--- src/rtl/axi_stream_tp_check.sv ---
// AXI4-Stream video sink: checks SOF/EOL placement and optional {line,pixel} test-pattern data against a programmed geometry.
// Status registers one cycle after the beat; tready low in IDLE, and one cycle per STALL_PERIOD when STALL_EN=1.
module axi_stream_tp_check #(
  parameter int STALL_EN     = 0,
  parameter int STALL_PERIOD = 8,
  parameter int ERR_CNT_W    = 16
) (
  input  logic                 clk_i,
  input  logic                 rst_i,
  input  logic [7:0]           s_tdata_i,
  input  logic                 s_tvalid_i,
  output logic                 s_tready_o,
  input  logic                 s_tuser_i,
  input  logic                 s_tlast_i,
  input  logic                 chk_enable_i,
  input  logic [10:0]          chk_width_i,
  input  logic [10:0]          chk_height_i,
  input  logic                 chk_pattern_en_i,
  input  logic                 err_clr_i,
  output logic [15:0]          frame_cnt_o,
  output logic [10:0]          last_width_o,
  output logic [10:0]          last_height_o,
  output logic                 err_sof_o,
  output logic                 err_eol_o,
  output logic                 err_data_o,
  output logic [ERR_CNT_W-1:0] err_cnt_o
);

  typedef enum logic [1:0] {IDLE, WAIT_SOF, ACTIVE} state_t;

  localparam logic [10:0] PX_MAX     = 11'h7FF;
  localparam logic [7:0]  STALL_LAST = 8'(STALL_PERIOD - 1);

  state_t               state_q, state_d;
  logic                 en_prev_q, en_prev_d;
  logic [10:0]          width_q, width_d;
  logic [10:0]          height_q, height_d;
  logic                 pat_en_q, pat_en_d;
  logic [10:0]          px_q, px_d;
  logic [10:0]          ln_q, ln_d;
  logic [7:0]           stall_q, stall_d;
  logic [15:0]          frame_cnt_q, frame_cnt_d;
  logic [10:0]          last_width_q, last_width_d;
  logic [10:0]          last_height_q, last_height_d;
  logic                 err_sof_q, err_sof_d;
  logic                 err_eol_q, err_eol_d;
  logic                 err_data_q, err_data_d;
  logic [ERR_CNT_W-1:0] err_cnt_q, err_cnt_d;

  logic                 en_rise;
  logic                 stall_now;
  logic                 beat;
  logic                 take;
  logic [10:0]          px_e;
  logic [10:0]          ln_e;
  logic                 sof_ev;
  logic                 eol_early_ev;
  logic                 eol_miss_ev;
  logic                 data_ev;
  logic                 line_end;
  logic                 frame_end;
  logic [2:0]           n_err;
  logic [ERR_CNT_W:0]   err_sum;

  // The stall counter free-runs in every state so the ready pattern is independent of traffic.
  always_comb begin
    stall_d   = (stall_q == STALL_LAST) ? 8'd0 : stall_q + 8'd1;
    stall_now = (STALL_EN != 0) && (stall_q == STALL_LAST);
  end

  assign s_tready_o = (state_q != IDLE) && chk_enable_i && !stall_now;

  always_comb begin
    en_prev_d = chk_enable_i;
    en_rise   = chk_enable_i & ~en_prev_q;
    beat      = s_tvalid_i & s_tready_o;
    // In WAIT_SOF only a tuser beat is consumed; everything else is silently dropped.
    take      = beat && ((state_q == ACTIVE) || s_tuser_i);
    // A tuser beat is always treated as pixel (0,0), which also resyncs a broken frame.
    px_e      = s_tuser_i ? 11'd0 : px_q;
    ln_e      = s_tuser_i ? 11'd0 : ln_q;

    sof_ev       = take && (state_q == ACTIVE) && s_tuser_i && ((px_q != 11'd0) || (ln_q != 11'd0));
    line_end     = take && s_tlast_i;
    frame_end    = line_end && (ln_e == height_q - 11'd1);
    eol_early_ev = line_end && (px_e != width_q - 11'd1);
    eol_miss_ev  = take && !s_tlast_i && (px_e == width_q - 11'd1);
    data_ev      = take && pat_en_q && (s_tdata_i != {ln_e[3:0], px_e[3:0]});

    n_err   = 3'(sof_ev) + 3'(eol_early_ev) + 3'(eol_miss_ev) + 3'(data_ev);
    err_sum = {1'b0, err_cnt_q} + (ERR_CNT_W + 1)'(n_err);
  end

  always_comb begin
    state_d       = state_q;
    width_d       = width_q;
    height_d      = height_q;
    pat_en_d      = pat_en_q;
    px_d          = px_q;
    ln_d          = ln_q;
    frame_cnt_d   = frame_cnt_q;
    last_width_d  = last_width_q;
    last_height_d = last_height_q;

    if (en_rise) begin
      width_d  = chk_width_i;
      height_d = chk_height_i;
      pat_en_d = chk_pattern_en_i;
    end

    case (state_q)
      IDLE: begin
        if (en_rise) begin
          state_d = WAIT_SOF;
        end
      end
      default: begin
        if (take) begin
          if (line_end) begin
            last_width_d = (px_e == PX_MAX) ? PX_MAX : px_e + 11'd1;
            px_d         = 11'd0;
            if (frame_end) begin
              ln_d          = 11'd0;
              frame_cnt_d   = frame_cnt_q + 16'd1;
              last_height_d = ln_e + 11'd1;
              state_d       = WAIT_SOF;
            end else begin
              ln_d    = ln_e + 11'd1;
              state_d = ACTIVE;
            end
          end else begin
            px_d    = (px_e == PX_MAX) ? PX_MAX : px_e + 11'd1;
            ln_d    = ln_e;
            state_d = ACTIVE;
          end
        end
      end
    endcase

    if (!chk_enable_i) begin
      state_d = IDLE;
    end
  end

  // A clear coinciding with a new error keeps the new error.
  always_comb begin
    if (err_clr_i) begin
      err_sof_d  = sof_ev;
      err_eol_d  = eol_early_ev | eol_miss_ev;
      err_data_d = data_ev;
      err_cnt_d  = ERR_CNT_W'(n_err);
    end else begin
      err_sof_d  = err_sof_q | sof_ev;
      err_eol_d  = err_eol_q | eol_early_ev | eol_miss_ev;
      err_data_d = err_data_q | data_ev;
      err_cnt_d  = err_sum[ERR_CNT_W] ? {ERR_CNT_W{1'b1}} : err_sum[ERR_CNT_W-1:0];
    end
  end

  always_ff @(posedge clk_i) begin
    if (rst_i) begin
      state_q       <= IDLE;
      en_prev_q     <= 1'b0;
      width_q       <= '0;
      height_q      <= '0;
      pat_en_q      <= 1'b0;
      px_q          <= '0;
      ln_q          <= '0;
      stall_q       <= '0;
      frame_cnt_q   <= '0;
      last_width_q  <= '0;
      last_height_q <= '0;
      err_sof_q     <= 1'b0;
      err_eol_q     <= 1'b0;
      err_data_q    <= 1'b0;
      err_cnt_q     <= '0;
    end else begin
      state_q       <= state_d;
      en_prev_q     <= en_prev_d;
      width_q       <= width_d;
      height_q      <= height_d;
      pat_en_q      <= pat_en_d;
      px_q          <= px_d;
      ln_q          <= ln_d;
      stall_q       <= stall_d;
      frame_cnt_q   <= frame_cnt_d;
      last_width_q  <= last_width_d;
      last_height_q <= last_height_d;
      err_sof_q     <= err_sof_d;
      err_eol_q     <= err_eol_d;
      err_data_q    <= err_data_d;
      err_cnt_q     <= err_cnt_d;
    end
  end

  assign frame_cnt_o   = frame_cnt_q;
  assign last_width_o  = last_width_q;
  assign last_height_o = last_height_q;
  assign err_sof_o     = err_sof_q;
  assign err_eol_o     = err_eol_q;
  assign err_data_o    = err_data_q;
  assign err_cnt_o     = err_cnt_q;

endmodule
--- config.mk ---
export PLATFORM = sky130hd
export DESIGN_NAME = axi_stream_tp_check
export DESIGN_NICKNAME = d
export VERILOG_FILES = /design/src/rtl/axi_stream_tp_check.sv
export SDC_FILE = /design/constraint.sdc
export NUM_CORES = 1
export LEC_CHECK = 0
export CORE_MARGIN = 2
export CORE_UTILIZATION = 48
export CTS_CLUSTER_SIZE = 8
export DETAILED_ROUTE_END_ITERATION = 12
export GPL_ROUTABILITY_DRIVEN = 0
export PLACE_DENSITY = 0.76
export SKIP_CTS_REPAIR_TIMING = 1
export SYNTH_ARGS = -nofsm -noshare
export SYNTH_HDL_FRONTEND = slang
export SYNTH_SLANG_ARGS = --single-unit
export TNS_END_PERCENT = 100
--- constraint.sdc ---
create_clock -name clk_i -period 4.63 [get_ports clk_i]
set_input_delay 0.463 -clock clk_i [delete_from_list [all_inputs] [get_ports clk_i]]
set_output_delay 0.463 -clock clk_i [all_outputs]
set_load 0.02 [all_outputs]
==> impl_metrics.toml <==
[grt]
gr-usage-met3_pct = 5.52
grt_pass1_wl_um = 25300
antenna_found_initial = 0
grtUsageMet2_pct = 40.8
grt_max_degree = 55
top_usage_layer = "met2"
grt_pass1_vias = 5332
track_usage_pct = 24.1
grt_remaining_overflow = 0
use_met1_pct = 30.3

[worst_setup_path]
reg2reg_depth = 20
start_kind = "flop"
cp_max_fo = 7
r2r_slack_ns = 0.20
r2r-end = "err_cnt_o[8]$_SDFF_PP0_"
crit_arrival_ns = 4.71
critical_path_class = "reg -> reg"
required_ns = 4.90
r2r_start = "width_q[0]$_SDFFE_PP0P_"
crit_end = "err_cnt_o[8]$_SDFF_PP0_"
endpoint_kind = "flop"
worstSetupStartpoint = "width_q[0]$_SDFFE_PP0P_"

[synthesis]
synth_fa_ha_area_share_pct = 2.91
synthTopCellsByArea = "dfxtp_1, a21oi_1, nand2_1"
synth_xor_area_share_pct = 8.87
async_flop_share_pct = 0
seq_area_frac_synth_pct = 37.0
synth_cells = 712
syn_area_mm2 = 0.00568
synth_top_family_by_area = "simple AND/OR/NAND/NOR gates"
synthSimpleGateAreaFrac_pct = 26.6
synth-edff-count = 0
yosys_warnings = 0
synth_top_cell_by_area = "dfxtp_1"
synth_flop_cell = "dfxtp_1"
synth.distinct_cells = 55
ys_ff_latch = 105
synth_top_area_share_pct = 37.0
synth_nets = 762
synthMuxAreaShare_pct = 3.90
synth_compound_area_share_pct = 15.9
synth.avg_cell_area_um2 = 7.98

[sta]
fin_crit_sh_pct = 95.7
fin_crit_ns = 4.43
setup_violations = 0
worst_slack_ns = 0.197
hold_slack_ns = 0.456
slew_headroom_pct = 34.5
hold_violations = 0
worstMarginPinSlew_ns = 0.982
fmax_mhz = 226
slew_viol_final = 0
skew_ns = 0.00949

[route]
drtIter0Drc = 318
wl_um = 15300
dr.pass1.iters = 5
ant_nets = 0
vias = 5480
wl_per_cell_um = 16.0
vias_per_cell = 5.73
drc = 0

[clocking]
cts_root_buf = "clkbuf_16"
clockBufferDepth = 2
cts_buffers = 9
clk_pin_slew_worst_paths_ns = 0.07
cts_tree = "built"
cts_sinks = 105
htree_levels = 3
worstSkewPairLatency_ns = 0.36

[power]
peakVddDrop_v = 0.000244
p_leak_nw = 2.69
p_per_area_mw_per_mm2 = 258

[place]
io_buffers = 95
pre_cts_ws_ns = -0.266
hpwlAfterDp_um = 10900
dp.cells = 934

[die]
initial_utilization_pct = 49.5
rows = 39
core_mm2 = 0.0115
top_level_ports = 96
die_area_mm2 = 0.0127
fp.dieW_um = 113
die_h_um = 113

[finish]
nets = 859
area_growth_pct = 29.0
regArea_mm2 = 0.00211
multi_input_area_mm2 = 0.00344
fillers = 980
fin_cells = 957
final_core_util_pct = 63.9
diodes = 0
drive_gt1_share_pct = 10.3

[hold_path]
holdCritPathClass = "reg -> reg"

[run_status]
status = "completed"

[flow_run]
max_cap_viol_count = 0
## flip-flops by register name, summed over array words and instances (netlist names)
register and count:
px_q 11, state_q 2, err_eol_o 1, last_width_o 11, err_cnt_o 16, ln_q 11, err_sof_o 1, en_prev_q 1
frame_cnt_o 16, last_height_o 11, height_q 11, err_data_o 1, pat_en_q 1, width_q 11
## per-stage QoR
stage	power (W)	area, µm²	setup TNS, ns
global route	0.00196	7330	-0.0683
detailed placement	0.00113	6860	-3.43
CTS	0.00190	7150	-0.0926
floorplan	0.00106	5680	0
global placement	0.00112	6860	-2.26
finish	0.00189	7330	0
## cell type report
type	instances	area share, %
inverters	23	1.18
well taps	143	2.44
flip-flops and latches	105	28.8
clock buffers	12	3.36
clock inverters	4	0.700
multi-input cells	539	46.9
repair buffers	131	16.7
## how the worst min path moves through the flow
stage	cells past startpoint	end	slack [ns]	startpoint
2_1_floorplan	2	pat_en_q$_SDFFE_PP0P_	0.44	pat_en_q$_SDFFE_PP0P_
3_3_place_gp	2	last_width_o[9]$_SDFFE_PP0P_	0.45	last_width_o[9]$_SDFFE_PP0P_
3_5_place_dp	2	last_width_o[6]$_SDFFE_PP0P_	0.45	last_width_o[6]$_SDFFE_PP0P_
4_1_cts	2	last_width_o[6]$_SDFFE_PP0P_	0.46	last_width_o[6]$_SDFFE_PP0P_
5_1_grt	2	last_width_o[3]$_SDFFE_PP0P_	0.49	last_width_o[3]$_SDFFE_PP0P_
6_report	2	last_width_o[6]$_SDFFE_PP0P_	0.46	last_width_o[6]$_SDFFE_PP0P_
## power by group
part	leakage, nW	internal [W]	switching, W
sequential	0.851	0.000915	0.0000194
combinational	1.70	0.0000919	0.0000972
clock	0.143	0.000435	0.000334
total	2.69	0.00144	0.000450
## routing by layer
layer	wire [µm]	part of all wire, %	vias to the layer above
met5	0	0	-
met3	1050	6.8	36
met4	334	2.2	0
met2	7250	47	180
met1	6690	44	2582
li1	-	-	2682
## cells by family after synthesis
group	after synthesis
simple gates	309
compound gates	141
flops	105
buf+inv	68
xor+xnor	56
mux	21
fa+ha+maj	12
## cells in the mapped netlist, types with 4 or more instances
master and count:
dfxtp_1 105, nand2_1 88, nor2_1 88, a21oi_1 67, xnor2_1 36, clkbuf_1 31
nor2b_1 27, inv_1 23, xor2_1 19, nand3_1 17, nor3_1 14, nor4_1 14
nand4_1 13, mux2i_1 12, a32oi_1 11, o21ai_0 11, a31oi_1 10, ha_1 10
mux2_2 9, a22oi_1 8, and2_1 7, nand2b_1 7, and3_1 6, buf_2 6
nor4bb_1 6, buf_1 5, or3_1 5, a211oi_1 4, and4_1 4
## worst max-delay path, stage by stage, from the launching register on
cell,delay (ns)
dfxtp_4,0.37
inv_2,0.05
ha_4,0.25
nor4bb_4,0.28
a31oi_1,0.07
o21ai_1,0.20
o2111ai_2,0.13
a2111oi_2,0.40
buf_4,0.19
nor2_1,0.05
fa_1,0.52
ha_4,0.31
ha_4,0.13
inv_1,0.05
fa_2,0.35
inv_1,0.06
a21o_1,0.13
nor2b_4,0.15
nand4_1,0.27
buf_4,0.25
a21oi_1,0.16
## cells in the final DEF (no fill, tap or decap), types with 3 or more instances in the layout
cell type / count
a211o_1: 3
a211oi_1: 4
a21oi_1: 66
a22oi_1: 8
a31oi_1: 10
a32oi_1: 11
and2_1: 7
and3_1: 6
and4_1: 4
buf_4: 35
clkbuf_16: 9
clkdlybuf4s50_1: 93
dfxtp_1: 103
ha_1: 6
ha_4: 4
inv_1: 22
mux2_2: 9
mux2i_1: 12
nand2_1: 88
nand2b_1: 7
nand3_1: 17
nand3b_1: 3
nand4_1: 13
nor2_1: 87
nor2b_1: 25
nor3_1: 14
nor4_1: 13
nor4bb_1: 5
o211ai_1: 3
o21ai_0: 10
o31ai_1: 3
o32ai_1: 3
or2_2: 3
or3_1: 5
or4_1: 3
xnor2_1: 36
xor2_1: 19
(Power assumes the default switching activity.)
